`config.mk`:
```
export PLATFORM = sky130hd
export DESIGN_NAME = rv32_multicycle_ctrl
export DESIGN_NICKNAME = d
export VERILOG_FILES = /design/src/rtl/rv32_multicycle_ctrl.sv
export SDC_FILE = /design/constraint.sdc
export NUM_CORES = 1
export LEC_CHECK = 0
export ABC_AREA = 1
export CORE_UTILIZATION = 30
export DETAILED_ROUTE_END_ITERATION = 10
export PLACE_DENSITY = 0.66
export SYNTH_ARGS = -nofsm -noshare
export SYNTH_HDL_FRONTEND = slang
export SYNTH_SLANG_ARGS = --single-unit
```
`constraint.sdc`:
```
create_clock -name clk -period 1.85 [get_ports clk]
set_input_delay 0.37 -clock clk [delete_from_list [all_inputs] [get_ports clk]]
set_output_delay 0.37 -clock clk [all_outputs]
set_load 0.02 [all_outputs]
```
`src/rtl/rv32_multicycle_ctrl.sv`:
```
// Multi-cycle control FSM for the RV32I core: sequences FETCH/DECODE/EXEC/MEM/WB
// around the shared datapath, drives immediate select, write strobes and mux
// selects, and handshakes with imem/dmem via req/ready with an optional watchdog.
module rv32_multicycle_ctrl #(
  parameter int unsigned WAIT_LIMIT = 0,
  parameter int unsigned CNT_W      = 8
) (
  input  logic        clk,
  input  logic        rstn,
  input  logic [31:0] instr,
  input  logic        imem_ready,
  input  logic        dmem_ready,
  input  logic        branch_taken,
  output logic        imem_req,
  output logic        ir_we,
  output logic [2:0]  ext_op,
  output logic        alu_a_sel,
  output logic        alu_b_sel,
  output logic        pc_we,
  output logic [1:0]  pc_sel,
  output logic        dmem_req,
  output logic        dmem_we,
  output logic        reg_we,
  output logic [1:0]  wb_sel,
  output logic [2:0]  state,
  output logic        illegal,
  output logic        timeout,
  output logic        halted
);

  typedef enum logic [2:0] {
    ST_FETCH  = 3'd0,
    ST_DECODE = 3'd1,
    ST_EXEC   = 3'd2,
    ST_MEM    = 3'd3,
    ST_WB     = 3'd4,
    ST_HALT   = 3'd7
  } state_e;

  localparam logic [6:0] OPC_LOAD   = 7'b0000011;
  localparam logic [6:0] OPC_OPIMM  = 7'b0010011;
  localparam logic [6:0] OPC_AUIPC  = 7'b0010111;
  localparam logic [6:0] OPC_STORE  = 7'b0100011;
  localparam logic [6:0] OPC_OP     = 7'b0110011;
  localparam logic [6:0] OPC_LUI    = 7'b0110111;
  localparam logic [6:0] OPC_BRANCH = 7'b1100011;
  localparam logic [6:0] OPC_JALR   = 7'b1100111;
  localparam logic [6:0] OPC_JAL    = 7'b1101111;
  localparam logic [6:0] OPC_SYSTEM = 7'b1110011;

  localparam logic             WD_EN = (WAIT_LIMIT != 0);
  localparam logic [CNT_W-1:0] LIMIT = CNT_W'(WAIT_LIMIT);

  state_e             state_q, state_d;
  logic [6:0]         opcode_q, opcode_d;
  logic [2:0]         funct3_q, funct3_d;
  logic               funct7b5_q, funct7b5_d;
  logic [2:0]         ext_op_q, ext_op_d;
  logic               illegal_q, illegal_d;
  logic               timeout_q, timeout_d;
  logic [CNT_W-1:0]   wait_cnt_q, wait_cnt_d;
  logic [CNT_W-1:0]   wait_inc;
  logic               is_store;
  logic               unused_ok;

  // funct3/funct7[5] are held for the ALU-control decode outside this block.
  assign unused_ok = ^{instr[31], instr[29:15], instr[11:7], funct3_q, funct7b5_q};

  function automatic logic [2:0] ext_of(input logic [6:0] opc);
    case (opc)
      OPC_STORE:           return 3'b010;
      OPC_BRANCH:          return 3'b011;
      OPC_LUI, OPC_AUIPC:  return 3'b001;
      OPC_JAL:             return 3'b100;
      default:             return 3'b000;
    endcase
  endfunction

  function automatic logic is_legal(input logic [6:0] opc);
    case (opc)
      OPC_LOAD, OPC_OPIMM, OPC_AUIPC, OPC_STORE, OPC_OP,
      OPC_LUI, OPC_BRANCH, OPC_JALR, OPC_JAL: return 1'b1;
      default:                                return 1'b0;
    endcase
  endfunction

  assign wait_inc = wait_cnt_q + 1'b1;
  assign is_store = (opcode_q == OPC_STORE);
  assign state    = state_q;
  assign illegal  = illegal_q;
  assign timeout  = timeout_q;
  assign halted   = (state_q == ST_HALT);

  // State and latched-field registers.
  always_ff @(posedge clk or negedge rstn) begin
    if (!rstn) begin
      state_q    <= ST_FETCH;
      opcode_q   <= '0;
      funct3_q   <= '0;
      funct7b5_q <= 1'b0;
      ext_op_q   <= '0;
      illegal_q  <= 1'b0;
      timeout_q  <= 1'b0;
      wait_cnt_q <= '0;
    end else begin
      state_q    <= state_d;
      opcode_q   <= opcode_d;
      funct3_q   <= funct3_d;
      funct7b5_q <= funct7b5_d;
      ext_op_q   <= ext_op_d;
      illegal_q  <= illegal_d;
      timeout_q  <= timeout_d;
      wait_cnt_q <= wait_cnt_d;
    end
  end

  // Next-state and datapath control; outputs are masked while reset is held.
  always_comb begin
    state_d    = state_q;
    opcode_d   = opcode_q;
    funct3_d   = funct3_q;
    funct7b5_d = funct7b5_q;
    ext_op_d   = ext_op_q;
    illegal_d  = illegal_q;
    timeout_d  = timeout_q;
    wait_cnt_d = '0;
    imem_req   = 1'b0;
    ir_we      = 1'b0;
    ext_op     = ext_op_q;
    alu_a_sel  = 1'b0;
    alu_b_sel  = 1'b0;
    pc_we      = 1'b0;
    pc_sel     = 2'b00;
    dmem_req   = 1'b0;
    dmem_we    = 1'b0;
    reg_we     = 1'b0;
    wb_sel     = 2'b00;

    if (rstn) begin
      case (state_q)
        ST_FETCH: begin
          imem_req = 1'b1;
          if (imem_ready) begin
            ir_we      = 1'b1;
            opcode_d   = instr[6:0];
            funct3_d   = instr[14:12];
            funct7b5_d = instr[30];
            state_d    = ST_DECODE;
          end else if (WD_EN) begin
            if (wait_inc == LIMIT) begin
              timeout_d = 1'b1;
              state_d   = ST_HALT;
            end else begin
              wait_cnt_d = wait_inc;
            end
          end
        end
        ST_DECODE: begin
          ext_op   = ext_of(opcode_q);
          ext_op_d = ext_of(opcode_q);
          if (opcode_q == OPC_SYSTEM) begin
            state_d = ST_HALT;
          end else if (is_legal(opcode_q)) begin
            state_d = ST_EXEC;
          end else begin
            illegal_d = 1'b1;
            state_d   = ST_HALT;
          end
        end
        ST_EXEC: begin
          case (opcode_q)
            OPC_OPIMM, OPC_LOAD, OPC_STORE, OPC_JALR: alu_b_sel = 1'b1;
            OPC_AUIPC: begin
              alu_a_sel = 1'b1;
              alu_b_sel = 1'b1;
            end
            default: ;
          endcase
          if (opcode_q == OPC_BRANCH) begin
            pc_we   = 1'b1;
            pc_sel  = branch_taken ? 2'b01 : 2'b00;
            state_d = ST_FETCH;
          end else if (opcode_q == OPC_LOAD || is_store) begin
            state_d = ST_MEM;
          end else begin
            state_d = ST_WB;
          end
        end
        ST_MEM: begin
          dmem_req = 1'b1;
          dmem_we  = is_store;
          if (dmem_ready) begin
            if (is_store) begin
              pc_we   = 1'b1;
              state_d = ST_FETCH;
            end else begin
              state_d = ST_WB;
            end
          end else if (WD_EN) begin
            if (wait_inc == LIMIT) begin
              timeout_d = 1'b1;
              state_d   = ST_HALT;
            end else begin
              wait_cnt_d = wait_inc;
            end
          end
        end
        ST_WB: begin
          reg_we = 1'b1;
          pc_we  = 1'b1;
          case (opcode_q)
            OPC_LOAD:          wb_sel = 2'b01;
            OPC_JAL, OPC_JALR: wb_sel = 2'b10;
            OPC_LUI:           wb_sel = 2'b11;
            default:           wb_sel = 2'b00;
          endcase
          case (opcode_q)
            OPC_JAL:  pc_sel = 2'b01;
            OPC_JALR: pc_sel = 2'b10;
            default:  pc_sel = 2'b00;
          endcase
          state_d = ST_FETCH;
        end
        ST_HALT: ;
        default: state_d = ST_HALT;
      endcase
    end
  end

endmodule

```
==> run metrics <==
outcome=finished with violations; failing checks=negative setup slack; drc violations=0; drt pass-1 iters=4; via count=1271; Routed WL=3160 um; FF+latch area=359 um2; initial drt markers=31; multi-input logic area=753 um2; ys flop type=dfrtp_1; critical path startpoint=opcode_q[3]; row count=21; Critical Path Sink Type=output pin; largest net degree at the start of global routing=13; Yosys top cell area share=33.6%; syn nets=185; initial antenna violation count=0; reg2reg end=state[0]; Initial Utilization=31.3%; endpoints failing hold=0; Root Buffer=clkbuf_4; critical path class=reg2out; clock transition at the registers of the reported paths=0.08 ns; Final Net Count=275; endpoints failing setup=9; CTS sink cnt=14; filler cell count=298; Worst path max stage delay=0.44 ns; Synth cell types=29; worst path cell trace=inv_2 -> buf_6 -> nand2_4 -> nor2_4 -> nand2_2 -> buf_6 -> nor3_2 -> buf_4; Reg-to-Reg Start=opcode_q[3]; hpwl dp=2200 um; Non-Filler Instances=282; Buffers on Ports=31; Inserted Clock Buffers=3; cells on worst reg2reg path=12; area leader, netlist=dfrtp_1; Chip Width=61.0 um; DRT antenna net count=0; Clock Path Buffers=2; CTS H-tree depth=1; sequential share of the synthesized area=33.6%; Fmax=507 MHz; TritonCTS clock tree=built; maximum vdd drop=0.296 mV; area added between synthesis and finish=92.1%; vias in the first global route=1163; Post-Place Cells=261; Post-Synthesis Cell Area=1040 um2; setup ws final=-0.121 ns; Synth async-reset ratio=100%; Reg2Reg Setup Slack=0.28 ns; Req. time, crit path=1.48 ns; first-pass GRT wire length=4910 um; post-route minimum period=1.97 ns; layout cells sized above 1=65.3%; pre-CTS setup slack=-0.553 ns; Most Frequent Cell on Critical Path=buf_6; die height=61.0 um; IO Count=58; Post-synth EDFFs=0; die area=3720 um2; Worst Setup EP=dmem_we; Area contributors post-synth=dfrtp_1 (34%), nand2_1 (14%), nor2_1 (8.6%); Pleak=0.971 nW; Hold Slack=0.249 ns; crit-path max FO=4; FF+latch count, synth=14; syn avg cell area=7.05 um2; WP data arrival=1.60 ns; hold crit path type=in2async; cells after synthesis=148; max_cap viols=0; Startpoint Class=register; clock latency on the worst-skew pair=0.27 ns; warnings from Yosys=0; Hold Buf Count CTS=0; core box area=3340 um2; Worst path slowest cell=dfrtp_2; total gr overflow=0; total inserted antenna cells=0; setup repair after global routing missed its margin=yes; Setup Skew=0.00713 ns; Via density=4.51; final period utilization=107%; Routability Congestion=0.910; power per cell area=688 nW/um2; WL/cell=11.2 um; final slew viol count=0; GRT Overall Usage=17.7%
## critical path, delay by kind of cell, from the launching register on
family,cells,cell delay (ns)
DFF,1,0.44
and+or+nand+nor,4,0.39
buffers and inverters,4,0.49
## repair_timing
| action | in CTS | in global routing |
|---|---|---|
| gates cloned | 0 | 0 |
| buffers inserted | 13 | 5 |
| setup endpoints to repair | 17 | 16 |
| resized for setup | 109 | 39 |
| pin swaps | 12 | 6 |
## Yosys cell counts (all sizes together), types with 2 or more instances
master and number:
nand3 8, nor3 3, a21oi 3, dfrtp 14
buf 2, o21ai 9, clkinv 2, inv 19
nor2 31, nand2 48
## stage by stage
step	TNS [ns]	total power, W	utilization [%]	instance area [um2]
6_report	-0.723	0.00138	60.1	2000
5_1_grt	-1.63	0.00148	60.1	2000
4_1_cts	-0.571	0.00130	55.8	1860
3_5_place_dp	-6.97	0.00104	50.6	1690
3_3_place_gp	-6.79	0.00103	50.6	1690
2_1_floorplan	-0.0293	0.000715	-	1060
## how the worst min path moves through the flow
| stage | to | slack, ns | depth (start not counted) |
|---|---|---|---|
| floorplan | ext_op_q[0] | 0.07 | 0 |
| finish | ext_op_q[2] | 0.25 | 2 |
| CTS | ext_op_q[2] | 0.21 | 2 |
| global route | ext_op_q[0] | 0.27 | 2 |
| global placement | ext_op_q[1] | 0.49 | 2 |
| detailed placement | ext_op_q[1] | 0.49 | 2 |
## power breakdown
group | internal, W | switching, W | total [W]
logic | 0.000393 | 0.000361 | 0.000754
clock network | 0.0000753 | 0.0000925 | 0.000168
registers | 0.000375 | 0.0000822 | 0.000458
total | 0.000844 | 0.000535 | 0.00138
## flip-flops by register name, indices dropped and copies added (netlist names)
name,count
illegal,1
ext_op_q,3
state,3
opcode_q,7
## final cells by class
type | count | area share, %
multi-input cells | 111 | 37.6
repair buffers | 87 | 36.2
well taps | 46 | 2.87
clock buffers | 3 | 1.12
flip-flops and latches | 14 | 17.9
inverters | 21 | 4.31
## layer usage
metal	share of wire [%]	up-vias	wire (um)	global-route usage (%)
met3	2.9	4	90	2.13
met2	52	29	1650	32.7
met1	44	594	1390	20.6
met5	0	-	0	0
li1	-	644	-	-
met4	1.0	0	33	7.47
## cell usage in the layout (no fill, tap or decap), drive strengths merged, types with 2 or more instances in the layout
cell type	count
nor2	31
clkdlybuf4s50	11
inv	20
o21ai	9
nand2	48
a21oi	3
nand3	8
dfrtp	14
nor3	3
clkbuf	5
dlymetal6s2s	2
buf	71
## logic make-up after synthesis
family                 count (synthesis)  synth area share (%)
buffers and inverters                 23                  10.7
other                                  1                 0.359
flip-flops                            14                  33.6
AO/OA/AOI/OAI                         17                  11.6
AND/OR/NAND/NOR                       93                  43.8
No activity file was read; power rests on OpenSTA's default activity.
